**config.mk**
```make
export PLATFORM = sky130hd
export DESIGN_NAME = tok_scanner
export DESIGN_NICKNAME = d
export VERILOG_FILES = /design/src/rtl/tok_pkg.sv /design/src/rtl/tok_scanner_char_class.sv /design/src/rtl/tok_scanner.sv
export SDC_FILE = /design/constraint.sdc
export NUM_CORES = 1
export LEC_CHECK = 0
export CAP_MARGIN = 0
export CORE_AREA = 3 3 56 58
export CTS_BUF_LIST = sky130_fd_sc_hd__clkbuf_16
export CTS_CLUSTER_SIZE = 8
export DETAILED_ROUTE_END_ITERATION = 8
export DIE_AREA = 0 0 59 61
export PLACE_DENSITY = 0.71
export SLEW_MARGIN = 20
export SYNTH_ARGS = -nofsm -noshare
export SYNTH_HDL_FRONTEND = slang
export SYNTH_SLANG_ARGS = --single-unit
export TNS_END_PERCENT = 10
```
**constraint.sdc**
```tcl
create_clock -name clk -period 2.5 [get_ports clk]
set_input_delay 0.5 -clock clk [delete_from_list [all_inputs] [get_ports clk]]
set_output_delay 0.5 -clock clk [all_outputs]
set_load 0.02 [all_outputs]
```
**src/rtl/tok_pkg.sv**
```systemverilog
// Shared definitions for the character-stream lexer and its helpers.
//   state_t        : lexer FSM states (S_IDLE .. S_BAD)
//   TOK_*          : token-type codes driven on tok_type
//   CH_*           : ASCII range limits for letters, digits and underscore
//   state_to_tok() : token type reported when a token ends in a given state
package tok_pkg;

  typedef enum logic [1:0] {
    S_IDLE,
    S_IDENT,
    S_NUMBER,
    S_BAD
  } state_t;

  localparam logic [1:0] TOK_NONE  = 2'd0;
  localparam logic [1:0] TOK_IDENT = 2'd1;
  localparam logic [1:0] TOK_NUM   = 2'd2;
  localparam logic [1:0] TOK_BAD   = 2'd3;

  localparam logic [7:0] CH_UPPER_LO = 8'd65;   // 'A'
  localparam logic [7:0] CH_UPPER_HI = 8'd90;   // 'Z'
  localparam logic [7:0] CH_LOWER_LO = 8'd97;   // 'a'
  localparam logic [7:0] CH_LOWER_HI = 8'd122;  // 'z'
  localparam logic [7:0] CH_DIGIT_LO = 8'd48;   // '0'
  localparam logic [7:0] CH_DIGIT_HI = 8'd57;   // '9'
  localparam logic [7:0] CH_US       = 8'd95;   // '_'

  function automatic logic [1:0] state_to_tok(input state_t s);
    logic [1:0] t;
    t = TOK_NONE;
    case (s)
      S_IDENT:  t = TOK_IDENT;
      S_NUMBER: t = TOK_NUM;
      S_BAD:    t = TOK_BAD;
      default:  t = TOK_NONE;
    endcase
    return t;
  endfunction

endpackage

```
**src/rtl/tok_scanner_char_class.sv**
```systemverilog
// char_class: combinational ASCII classifier.
//   char      in  8  character to classify
//   is_letter out 1  A-Z, a-z, and '_' when ALLOW_US != 0
//   is_digit  out 1  0-9
// Anything that is neither is a delimiter.
module char_class
  import tok_pkg::*;
#(
  parameter int ALLOW_US = 1
) (
  input  logic [7:0] char,
  output logic       is_letter,
  output logic       is_digit
);

  logic upper;
  logic lower;
  logic us;

  always_comb begin
    upper     = (char >= CH_UPPER_LO) && (char <= CH_UPPER_HI);
    lower     = (char >= CH_LOWER_LO) && (char <= CH_LOWER_HI);
    us        = (ALLOW_US != 0) && (char == CH_US);
    is_letter = upper || lower || us;
    is_digit  = (char >= CH_DIGIT_LO) && (char <= CH_DIGIT_HI);
  end

endmodule

```
**src/rtl/tok_scanner.sv**
```systemverilog
// tok_scanner: lexer splitting a character stream into IDENT / NUMBER / BAD
// tokens and emitting a registered descriptor one cycle after each delimiter.
//   clk, reset  : single clock, synchronous active-high reset
//   char        : input character, accepted when char_valid is high
//   flush       : end of stream, acts as a delimiter this cycle
//   tok_valid   : one-cycle pulse, descriptor below is fresh
//   tok_type    : TOK_NONE/IDENT/NUM/BAD, held until the next token
//   tok_len     : accepted characters in the token, saturated at MAX_LEN
//   tok_ovf     : token was longer than MAX_LEN
//   id_digit    : in IDENT and the last accepted character was a digit
module tok_scanner
  import tok_pkg::*;
#(
  parameter int MAX_LEN  = 16,
  parameter int LEN_W    = $clog2(MAX_LEN + 1),
  parameter int ALLOW_US = 1
) (
  input  logic             clk,
  input  logic             reset,
  input  logic [7:0]       char,
  input  logic             char_valid,
  input  logic             flush,
  output logic             tok_valid,
  output logic [1:0]       tok_type,
  output logic [LEN_W-1:0] tok_len,
  output logic             tok_ovf,
  output logic             id_digit
);

  localparam logic [LEN_W-1:0] LEN_MAX = LEN_W'(MAX_LEN);
  localparam logic [LEN_W-1:0] LEN_ONE = LEN_W'(1);

  state_t state, state_nx, mid_state;

  logic [LEN_W-1:0] len, len_nx, mid_len;
  logic             ovf, ovf_nx, mid_ovf;
  logic             tv_nx, to_nx, id_nx;
  logic [1:0]       tt_nx;
  logic [LEN_W-1:0] tl_nx;

  logic is_letter;
  logic is_digit;
  logic tok_char;
  logic end_tok;

  char_class #(
    .ALLOW_US(ALLOW_US)
  ) u_class (
    .char     (char),
    .is_letter(is_letter),
    .is_digit (is_digit)
  );

  // The character (if any) is folded into the token first (mid_*), then a
  // delimiter or flush closes whatever token that leaves. This lets flush
  // with a valid letter/digit append that char before emitting.
  always_comb begin
    state_nx  = state;
    len_nx    = len;
    ovf_nx    = ovf;
    tv_nx     = 1'b0;
    tt_nx     = tok_type;
    tl_nx     = tok_len;
    to_nx     = tok_ovf;
    id_nx     = id_digit;
    mid_state = state;
    mid_len   = len;
    mid_ovf   = ovf;

    tok_char = char_valid && (is_letter || is_digit);
    end_tok  = flush || (char_valid && !tok_char);

    if (tok_char) begin
      if (state == S_IDLE) begin
        mid_state = is_letter ? S_IDENT : S_NUMBER;
        mid_len   = LEN_ONE;
        mid_ovf   = 1'b0;
      end else begin
        if ((state == S_NUMBER) && is_letter) begin
          mid_state = S_BAD;
        end
        if (len == LEN_MAX) begin
          mid_ovf = 1'b1;
        end else begin
          mid_len = len + LEN_ONE;
        end
      end
      id_nx = (state == S_IDENT) && is_digit;
    end

    if (end_tok) begin
      id_nx    = 1'b0;
      state_nx = S_IDLE;
      len_nx   = '0;
      ovf_nx   = 1'b0;
      if (mid_state != S_IDLE) begin
        tv_nx = 1'b1;
        tt_nx = state_to_tok(mid_state);
        tl_nx = mid_len;
        to_nx = mid_ovf;
      end
    end else begin
      state_nx = mid_state;
      len_nx   = mid_len;
      ovf_nx   = mid_ovf;
    end
  end

  always_ff @(posedge clk) begin
    if (reset) begin
      state     <= S_IDLE;
      len       <= '0;
      ovf       <= 1'b0;
      tok_valid <= 1'b0;
      tok_type  <= TOK_NONE;
      tok_len   <= '0;
      tok_ovf   <= 1'b0;
      id_digit  <= 1'b0;
    end else begin
      state     <= state_nx;
      len       <= len_nx;
      ovf       <= ovf_nx;
      tok_valid <= tv_nx;
      tok_type  <= tt_nx;
      tok_len   <= tl_nx;
      tok_ovf   <= to_nx;
      id_digit  <= id_nx;
    end
  end

endmodule

```
==> metrics.txt <==
status=completed; clock latency on the worst-skew pair=0.25 ns; Util after Layout=54.29%; Req. time, crit path=2.66 ns; H-Tree Depth=1; synthesized instance count=127; Worst R2R Setup Slack=0.79 ns; Sink Count=18; Setup Skew=0.004280 ns; Worst-Margin Slew=0.4038 ns; Final setup viols=0; Tcrit/Tclk final=91.63%; CP max-delay cell=clkdlybuf4s50_1; Area growth, synth to finish=36.27%; post-CTS setup buffer count=0; starting density of the core=39.84%; post-synthesis simple-gate area fraction=25.26%; Hold Fails Final Rpt=0; die span in y=61 um; Seq/Total Area, Yosys=33.37%; maxcap violations=0; CTS root buf=clkbuf_16; Port Buf Inserts=21; first-pass GRT wire length=4698 um; synthesized net count=141; DRT Wirelength=2830 um; initial antenna violation count=0; largest net degree at the start of global routing=12; ys async rst share=0%; Ant. Diodes=0; final net count=175; Arr. time, crit path=2.46 ns; EDFF count, synth=0; post-route ant nets=0; Clock Pin Slew Worst Setup and Hold Paths=0.05 ns; hpwl dp=2136 um; P per Cell Area=493.4 mW/mm^2; fill count=271; Max Root-Sink Buffers=2; Yosys cell types=43; num ports=22; Bufs and invs on worst path=1; Tmin final=2.291 ns; grt total ovfl=0; Starting DRT DRC Count=43; area occupied by multi-input gates=689.4 sq um; Total GRT Usage=17.20%; DIE AREA=0.003599 sq mm; P_leak=0.5329 nW; adder-cell share of the synthesized area=2.317%; Core ar.=0.002710 sq mm; layout cells sized above 1=19.50%; Rows=19; CP cell instances=clkdlybuf4s50_1 -> nand2b_1 -> a21oi_1 -> o21a_1 -> nor3_2 -> or3_4 -> a221oi_2; CTS tree=yes; Primary FF master, synth=dfxtp_1; Worst Hold Class=reg2reg; CP delay by family, top=compound AO/OA/AOI/OAI gates; slowest stage delay, CP=0.48 ns; Gates resized, CTS repair=0; RSZ-0062 raised after global routing=no; Die X=59 um; First-pass DRT Iterations=4; Synth Area in XOR/XNOR=0%; mux share of post-synthesis cell area=3.940%; fmax=436.6 MHz; # hold bufs at CTS=0; GPL Wtd Cong=0.9085; Slew headroom=73.08%; hold_ws=0.4762 ns; Setup Total Neg Slack=0 ns; vias in the first global route=1091; cts bufs inserted=3; Pins Over Slew Limit=0; Via Count=1085; worst-path fanout max=5; Mapped Avg Cell Area=8.502 sq um; register area=360.3 sq um; Remaining DRCs=0; FF+latch count, synth=18; post-synthesis compound-gate area fraction=32.33%; largest family of logic cells by synthesized area=compound AO/OA/AOI/OAI gates; synthesized cell area=0.001080 sq mm; Ys Warns=0; WL per Instance=14.89 um; detailed-route vias per instance=5.711; Critical Path Start Type=primary input; Setup crit end kind=register; IR drop worst, VDD=0.0003241 V; CP Class=in2reg
[layer usage]
metal / global-route usage, % / up-vias / part of all wire [%]
li1: - / 541 / -
met1: 20.67 / 505 / 45
met2: 29.34 / 32 / 48
met3: 3.191 / 7 / 4.5
met4: 8.738 / 0 / 2.7
met5: 0 / - / 0
[where the power goes]
part           switching, mW  internal (mW)
Clock                  0.100          0.210
Sequential           0.00407          0.294
Combinational         0.0593         0.0577
[synth_stat cells, drive strengths merged, types with 3 or more instances]
cell,number,area [sq um]
a21oi,12,63.81
dfxtp,18,360.4
inv,6,22.52
nand2,16,62.56
nand3,3,15.01
nor2,17,63.81
nor3,4,25.02
o211ai,5,51.30
o21ai,4,23.77
[state kept, by name (all words and copies together) (netlist names)]
register   flops
id_digit       1
len            5
ovf            1
state          2
tok_len        5
tok_ovf        1
tok_type       2
tok_valid      1
[kinds of logic (layout without fill, tap and decap cells)]
| group | after synthesis | in the layout |
|---|---|---|
| mux | 4 | 4 |
| buf+inv | 8 | 40 |
| simple gates | 52 | 52 |
| flops | 18 | 18 |
| fa+ha+maj | 2 | 2 |
| compound gates | 43 | 43 |
[cell usage in the layout (no fill, tap or decap), types with 3 or more instances in the layout]
cell type	Yosys	final
clkdlybuf4s50_1	0	21
dfxtp_1	18	18
nor2_1	17	17
nand2_1	15	15
a21oi_1	11	11
buf_4	0	10
inv_1	6	6
o211ai_1	4	4
nor3_1	3	3
o21ai_0	3	3
nand3_1	3	3
clkbuf_16	0	3
[metrics by stage]
step | power (mW) | area (sq um) | cells | setup WS (ns)
after floorplan | 0.3627 | 1080 | 127 | 0.4830
after detailed placement | 0.4198 | 1396 | 187 | -0.05463
after global placement | 0.4174 | 1396 | 187 | -0.007979
after CTS | 0.7342 | 1471 | 190 | 0.1971
after global routing | 0.7539 | 1471 | 190 | 0.08870
final | 0.7260 | 1471 | 190 | 0.2093
[area by class of cell]
cell class | count | share of cell area, %
Multi-Input combinational cell | 101 | 46.85
Timing Repair Buffer | 31 | 19.39
Sequential cell | 18 | 24.49
Clock buffer | 3 | 5.102
Tap cell | 31 | 2.636
Inverter | 6 | 1.531
[tightest hold or removal path, delay by kind of cell (launching register included)]
family           cells  cell delay [ns]
DFF                  1             0.31
muxes                1             0.06
and+or+nand+nor      1             0.05
[final timing paths]
check             cells after the start         end        from
setup / recovery                      7  tok_len[3]     char[0]
hold / removal                        2  tok_len[0]  tok_len[0]
setup reg to reg                      5  tok_len[3]    state[1]
hold reg to reg                       2  tok_len[0]  tok_len[0]
(Power assumes the default switching activity.)
